===== src/rtl/dev_stream_packer_pkg.sv =====
// Shared types and helpers for the stream packer.
package dev_stream_packer_pkg;

    // Fill-side state: FILL accepts beats, HOLD parks a completed vector.
    typedef enum logic {
        FILL = 1'b0,
        HOLD = 1'b1
    } fill_state_e;

    // Width needed to hold a lane count in the range 0..spat_par.
    function automatic int lane_cnt_width(input int spat_par);
        return $clog2(spat_par + 1);
    endfunction

endpackage


===== src/rtl/dev_stream_packer_outreg.sv =====
// Single-entry valid/ready output register with a load port.
// The parent only asserts i_load when this register is empty or drains
// in the same cycle, so a load never overwrites an unconsumed vector.
module dev_stream_packer_outreg
    import dev_stream_packer_pkg::*;
#(
    parameter int DataW = 512,
    parameter int CntW  = 4
) (
    input  logic             clk_i,
    input  logic             rst_i,
    input  logic             i_load,
    input  logic [DataW-1:0] i_data,
    input  logic [CntW-1:0]  i_count,
    input  logic             i_last,
    input  logic             i_ready,
    output logic             o_valid,
    output logic [DataW-1:0] o_data,
    output logic [CntW-1:0]  o_count,
    output logic             o_last
);

    logic             r_valid;
    logic [DataW-1:0] r_data;
    logic [CntW-1:0]  r_count;
    logic             r_last;

    // Hold the vector until the consumer takes it; a load wins over a drain.
    always_ff @(posedge clk_i or posedge rst_i) begin
        // NOTE: sequential state uses non-blocking (<=) so every register
        // samples pre-edge values regardless of statement order.
        if (rst_i) begin
            r_valid <= 1'b0;
            // NOTE: the wide data register is cleared too because the
            // interface promises out_data_o=0 out of reset.
            r_data  <= '0;
            r_count <= '0;
            r_last  <= 1'b0;
        end else if (i_load) begin
            r_valid <= 1'b1;
            r_data  <= i_data;
            r_count <= i_count;
            r_last  <= i_last;
        end else if (i_ready) begin
            r_valid <= 1'b0;
        end
    end

    assign o_valid = r_valid;
    assign o_data  = r_data;
    assign o_count = r_count;
    assign o_last  = r_last;

endmodule


===== src/rtl/dev_stream_packer.sv =====
// Packs DataWidth-wide stream beats into SpatPar-lane vectors. A fill
// buffer collects beats while the output register presents the previous
// vector, so input keeps flowing during one vector of downstream stall.
module dev_stream_packer
    import dev_stream_packer_pkg::*;
#(
    parameter int SpatPar   = 8,
    parameter int DataWidth = 64,
    parameter int OutWidth  = SpatPar * DataWidth,
    parameter int CntWidth  = lane_cnt_width(SpatPar)
) (
    input  logic                 clk_i,
    input  logic                 rst_i,
    input  logic [DataWidth-1:0] in_data_i,
    input  logic                 in_valid_i,
    input  logic                 in_last_i,
    output logic                 in_ready_o,
    output logic [OutWidth-1:0]  out_data_o,
    output logic                 out_valid_o,
    input  logic                 out_ready_i,
    output logic [CntWidth-1:0]  out_count_o,
    output logic                 out_last_o,
    output logic [31:0]          vec_cnt_o
);

    fill_state_e          r_state;
    fill_state_e          w_state_next;
    logic [CntWidth-1:0]  r_idx;
    logic [OutWidth-1:0]  r_buf;
    logic [CntWidth-1:0]  r_hold_count;
    logic                 r_hold_last;
    logic [31:0]          r_vec_cnt;

    logic                 w_in_hs;
    logic                 w_out_hs;
    logic                 w_out_free;
    logic                 w_complete;
    logic [OutWidth-1:0]  w_packed;
    logic                 w_load;
    logic [OutWidth-1:0]  w_load_data;
    logic [CntWidth-1:0]  w_load_count;
    logic                 w_load_last;

    // Ready depends on registered state only, never on out_ready_i.
    assign in_ready_o = (r_state == FILL);
    assign w_in_hs    = in_valid_i && in_ready_o;
    assign w_out_hs   = out_valid_o && out_ready_i;
    assign w_out_free = !out_valid_o || out_ready_i;
    assign w_complete = w_in_hs && ((r_idx == CntWidth'(SpatPar - 1)) || in_last_i);

    // Current fill buffer with the incoming beat dropped into lane r_idx.
    always_comb begin
        // NOTE: every always_comb output gets a default first so no path
        // leaves it unassigned and infers a latch.
        w_packed = r_buf;
        for (int k = 0; k < SpatPar; k++) begin
            if (r_idx == CntWidth'(k)) begin
                w_packed[k*DataWidth +: DataWidth] = in_data_i;
            end
        end
    end

    // Fill-state register.
    always_ff @(posedge clk_i or posedge rst_i) begin
        if (rst_i) begin
            r_state <= FILL;
        end else begin
            r_state <= w_state_next;
        end
    end

    // Next fill state and output-register load selection.
    always_comb begin
        w_state_next = r_state;
        w_load       = 1'b0;
        w_load_data  = w_packed;
        w_load_count = r_idx + CntWidth'(1);
        w_load_last  = in_last_i;
        case (r_state)
            FILL: begin
                if (w_complete) begin
                    if (w_out_free) begin
                        w_load = 1'b1;
                    end else begin
                        w_state_next = HOLD;
                    end
                end
            end
            HOLD: begin
                w_load_data  = r_buf;
                w_load_count = r_hold_count;
                w_load_last  = r_hold_last;
                if (w_out_hs) begin
                    w_load       = 1'b1;
                    w_state_next = FILL;
                end
            end
            default: w_state_next = FILL;
        endcase
    end

    // Lane index and fill buffer: accumulate beats, park or clear on completion.
    always_ff @(posedge clk_i or posedge rst_i) begin
        if (rst_i) begin
            r_idx        <= '0;
            r_buf        <= '0;
            r_hold_count <= '0;
            r_hold_last  <= 1'b0;
        end else begin
            case (r_state)
                FILL: begin
                    if (w_complete) begin
                        r_idx <= '0;
                        if (w_out_free) begin
                            r_buf <= '0;
                        end else begin
                            r_buf        <= w_packed;
                            r_hold_count <= w_load_count;
                            r_hold_last  <= in_last_i;
                        end
                    end else if (w_in_hs) begin
                        r_idx <= r_idx + CntWidth'(1);
                        r_buf <= w_packed;
                    end
                end
                HOLD: begin
                    if (w_out_hs) begin
                        r_buf <= '0;
                    end
                end
                default: r_idx <= '0;
            endcase
        end
    end

    // Count delivered vectors; wraps naturally at 2^32.
    always_ff @(posedge clk_i or posedge rst_i) begin
        if (rst_i) begin
            r_vec_cnt <= '0;
        end else if (w_out_hs) begin
            r_vec_cnt <= r_vec_cnt + 32'd1;
        end
    end

    assign vec_cnt_o = r_vec_cnt;

    dev_stream_packer_outreg #(
        .DataW (OutWidth),
        .CntW  (CntWidth)
    ) u_outreg (
        .clk_i   (clk_i),
        .rst_i   (rst_i),
        .i_load  (w_load),
        .i_data  (w_load_data),
        .i_count (w_load_count),
        .i_last  (w_load_last),
        .i_ready (out_ready_i),
        .o_valid (out_valid_o),
        .o_data  (out_data_o),
        .o_count (out_count_o),
        .o_last  (out_last_o)
    );

endmodule


===== config.mk =====
export PLATFORM = sky130hd
export DESIGN_NAME = dev_stream_packer
export DESIGN_NICKNAME = d
export VERILOG_FILES = /design/src/rtl/dev_stream_packer_pkg.sv /design/src/rtl/dev_stream_packer_outreg.sv /design/src/rtl/dev_stream_packer.sv
export SDC_FILE = /design/constraint.sdc
export NUM_CORES = 2
export LEC_CHECK = 0
export BUFFER_PORTS_ARGS = -buffer_cell sky130_fd_sc_hd__clkbuf_2
export CAP_MARGIN = 20
export CORE_ASPECT_RATIO = 0.75
export CORE_MARGIN = 8
export CORE_UTILIZATION = 60
export CTS_CLUSTER_SIZE = 40
export DETAILED_ROUTE_END_ITERATION = 8
export PLACE_DENSITY = 0.83
export SLEW_MARGIN = 5
export SYNTH_ARGS = -nofsm -noshare
export SYNTH_HDL_FRONTEND = slang
export SYNTH_SLANG_ARGS = --single-unit

===== constraint.sdc =====
create_clock -name clk_i -period 53.5 [get_ports clk_i]
set_input_delay 8.025 -clock clk_i [delete_from_list [all_inputs] [get_ports clk_i]]
set_output_delay 8.025 -clock clk_i [all_outputs]
set_load 0.05 [all_outputs]

# == Word level (Yosys, flattened, before mapping) ==
# Index checks and enable logic that the tools add are counted.
# classes
mux,28
reduce_logical,12
eq_ne,9
add_sub_neg,2
n_bitwise,2
# ops
operator,n
$mux 512,5
$pmux 512 s2,1
$mux 64,8
$add 32x1->32 const B,1
$eq 4x3->1 const B,4
$mux 4,3
$mux 1,9
$eq 4x2->1 const B,2
$add 4x1->4 const B,1
$eq 4x1->1 const B,1
$logic_not 4->1,1
$pmux 1 s2,2
$reduce_and 2->1,2
$reduce_bool 2->1,2
$logic_and 1x1->1,3
$ne 3x1->1 const B,1
$reduce_and 3->1,1
$logic_or 1x1->1,2
$ne 2x1->1 const B,1
$not 1->1,2
$logic_not 1->1,1
# word_totals
regBits,1072
input_bits,69
wordCells,63
out_inout_bits,551

# == Logic depth before layout (Yosys ltp) ==
# logic_depth
word_depth,6
ltp_mapped,8
ltp_nobuf,6

# == By module ==
# From an unflattened synthesis, not the netlist that was laid out.
# unflattened
cells_unflattened,3070
area_unflattened_um2,46020.4
# modules_own_cells
module,cells_each,area_each_um2,n_inst,seq_area_each_um2
dev_stream_packer,1974,26400.3,1,13863.3
dev_stream_packer_outreg,1096,19620.1,1,12962.4

# == Worst setup path after synthesis ==
# OpenSTA, ideal clock, no wires.
# synth_path
path_type,input to register
from,input port in_valid_i
to,"register u_outreg.r_data[0], in the netlist u_outreg.o_data[0]"
stages,7
setup_time_ns,0.128
n_path_buf,3
required_ns,53.372
t_arrival_ns,9.332
path_slack_ns,44.040
path_cell_list,nor2b_1 > o21ai_1 > a21oi_2 > buf_4 > buf_4 > buf_4 > mux2_1
# synth_via
elab_chain_cells,4
# synth_lines
element,line,text
from (decl),dev_stream_packer.sv:15,"input logic in_valid_i,"
$logic_and 1x1->1,dev_stream_packer.sv:46,assign w_in_hs = in_valid_i && in_ready_o;
$logic_and 1x1->1,dev_stream_packer.sv:49,assign w_complete = w_in_hs && ((r_idx == CntWidth'(SpatPar - 1)) || in_last_i);
$mux 1,dev_stream_packer.sv:81,if (w_complete) begin
$pmux 1 s2,dev_stream_packer.sv:79,case (r_state)
to (signal assigned),dev_stream_packer_outreg.sv:41,r_data <= i_data;
to (decl),dev_stream_packer_outreg.sv:24,logic [DataW-1:0] r_data;
# Every way passes these cells.
# A chain may end at the register's enable or synchronous reset.

# == Final worst setup path ==
# layout_path
from,input port in_valid_i
to,"register u_outreg.r_data[331], in the netlist u_outreg.o_data[331]"
# Same word-level chain as after synthesis.

==> qor.yml <==
antenna_found_initial: 1
cp_data_required_time_ps: 54050
netSwitchingFraction_pct: 39.39
worstPathArrival_ps: 12520
crit_chain: "clkbuf_2 -> nor2b_1 -> o21ai_1 -> a21oi_4 -> buf_4 -> buf_4 -> mux2_2"
power_density_nw_per_um2: 54.29
floorplan.die_area_sq_um: 85930
drv_cap: 0
rsz0062_at_grt: "no"
avgViaCountPerCell: 6.333
syn_inst: 3087
die_h_um: 255.9
synth_seq_cells: 1072
worst_slew_pin_slew_ps: 1203
h-tree-depth: 3
cts_resized: 0
clock_skew_ps: 17.79
hold_viol: 0
start_kind: "input pin"
ys.flop_type: "dfrtp_1"
synthMuxAreaShare_pct: 25.25
p_clk_share_pct: 25.5
first_pass_iters: 5
ant_nets: 0
synth_cell_types: 49
synth_area_leaders: "dfrtp_1 58%, mux2_2 21%, a22o_1 9.7%, mux2_1 3.9%, buf_6 1.3%"
drc: 0
met2_usage_pct: 46.91
clock_sinks: 1072
fin_crit_sh_pct: 22.37
dieWidth_um: 335.8
place_hpwl_um: 80360
nFillCells: 5264
final-seq-area_sq_um: 26830
crit_family: "buffers and inverters"
synth-simple-area-share_pct: 1.639
cts_tree: "done"
critPathKind: "in -> reg"
grt_overflow_total: 0
ys_top_cells_by_count: "1072 x dfrtp_1, 874 x mux2_2, 511 x a22o_1, 158 x mux2_1, 108 x buf_2"
critPathSlowestCell: "buf_4"
yosys_warnings: 0
synth-async-reset-ratio_pct: 100.0
ir_drop_uv: 46.27
grt_pass1_vias: 31430
netlist.area_leader.share_pct: 58.28
io_pins: 620
maxSlewViolCount: 0
critical_path.max_stage_delay_ps: 970
gp_congestion: 0.8666
synth_compound_area_share_pct: 10.28
grtUsageMet1_pct: 41.86
cts_buffer_depth: 3
synth_top_area_cell: "dfrtp_1"
p_switching_mw: 1.126
cp_max_fo: 81
fmax_mhz: 83.54
fin_ws_ps: 41530
grt_pass1_wl_um: 200800
antenna_cells: 0
yosysMostFrequentCell: "dfrtp_1"
yosys.area_share.adder_pct: 0.1359
cp_num_buf_inv: 3
ys_seq_area_share_pct: 58.28
p_seq_share_pct: 37.6
dp_slack_ps: 40910
synth-xor-area-share_pct: 0.6279
status: "finished, final reports clean"
clk_latency_ps: 670
syn-cell-area_sq_um: 46030
met3_usage_pct: 6.421
syn_avg_cell_area_sq_um: 14.91
start_util_pct: 60.24
grt.busiest_layer: "met2"
crit_top_cell: "buf_4"
synth-edff-count: 0
fin_crit_ps: 11970
finalSetupTns_ps: 0
wl_per_cell_um: 27.87
internal_power_mw: 1.732
syn_nets: 3161
grtUsageTotal_pct: 30.02
power.leakage_nw: 27.15
grt_max_degree: 184
max_slew_margin_pct: 19.83
fp-row-count: 88
core_area_sq_um: 76410
setup_viol: 0
drt_iter0_drc: 2717
num_vias: 29770
cts.clk_slew.worst_paths_ps: 70
multi_input_area_sq_um: 17550
nets: 3660
drive_above_1_share_pct: 47.50
cts-root-buf: "clkbuf_16"
syn_to_final_growth_pct: 14.38
power.total_mw: 2.858
port_buffers: 619
wl_um: 131000
ctsHoldBuffers: 0
cts_setup_buffers: 0
pwr-share-comb_pct: 36.8
hp-class: "reg -> reg"
cts_buffers: 100
synth_top_family_by_area: "multiplexers"
setup.worst_path.end_class: "register"
## registers in the layout, indices dropped and copies added (netlist names)
register	count
r_buf	512
u_outreg.o_data	512
vec_cnt_o	32
r_hold_count	4
r_idx	4
u_outreg.o_count	4
r_hold_last	1
r_state	1
u_outreg.o_last	1
u_outreg.o_valid	1
## power by group through the flow
stage	Combinational [mW]	Sequential, mW	Clock, mW
after floorplan	0.524	1.35	0
after CTS	1.05	1.07	0.737
after detailed placement	1.05	1.08	0
after global placement	1.03	1.08	0
final	1.05	1.08	0.730
after global routing	1.10	1.09	0.770
## area by class of cell
cell class,count,area share [%]
Inverter,6,0.05704
Clock inverter,37,0.8555
Sequential cell,1072,50.95
Timing Repair Buffer,676,6.844
Tap cell,1035,2.460
Clock buffer,144,5.506
Multi-Input combinational cell,1730,33.33
## kinds of logic (layout without fill, tap and decap cells)
kind of cell	Yosys count	count (layout)
AOI/OAI and AO/OA	540	540
xor gates and xnor gates	33	33
adders and majority gates	5	5
buffers and inverters	285	863
DFF	1072	1072
muxes	1032	1032
and+or+nand+nor	120	120
## cells in the final DEF (no fill, tap or decap), types with 3 or more instances in the layout
cell,synthesis,final
inv_6,0,3
nand2_1,29,29
buf_12,1,3
nand4_1,7,7
and4_1,6,6
clkinv_2,0,17
clkbuf_8,0,21
and3_1,6,6
xor2_1,18,18
ha_1,5,5
nor2_1,6,6
o21ai_0,13,13
buf_4,27,52
dfrtp_1,1072,1072
clkbuf_16,0,101
clkbuf_1,85,22
clkbuf_2,0,619
nor3_1,6,5
nor4_1,9,9
xnor2_1,15,15
nand3_1,17,17
bufinv_16,0,8
mux2_2,874,874
a22o_1,511,511
inv_1,6,5
nor2_4,1,3
nand3b_1,3,3
mux2_1,158,158
nand2b_1,4,4
clkinvlp_4,0,5
nor3_4,1,8
o21ai_4,7,7
## stage by stage
stage	hold WS [ps]	cells	instance area, sq um	util (%)
2_1_floorplan	449.7	3087	46030	-
3_3_place_gp	457.5	4516	49220	64.42
3_5_place_dp	461.9	4516	49220	64.42
4_1_cts	473.0	4697	52570	68.80
5_1_grt	482.3	4700	52650	68.90
6_report	474.2	4700	52650	68.90
## per-layer routing
layer / up-vias / share of wire, %
met2: 1280 / 47
met5: - / 0.0053
met4: 2 / 3.3
li1: 12430 / -
met3: 243 / 7.7
met1: 15820 / 42
## worst paths after layout
kind                                        end           from  depth (start not counted)  slack (ps)
max in group asynchronous  u_outreg.o_data[438]          rst_i                          6       42150
min in group asynchronous  u_outreg.o_data[273]          rst_i                          2        7510
setup reg to reg           u_outreg.o_data[331]        r_state                          7       48340
setup / recovery           u_outreg.o_data[331]     in_valid_i                          7       41530
hold / removal                    vec_cnt_o[31]  vec_cnt_o[31]                          1         470
hold reg to reg                   vec_cnt_o[31]  vec_cnt_o[31]                          1         470
Power figures use the tool's default switching activity.
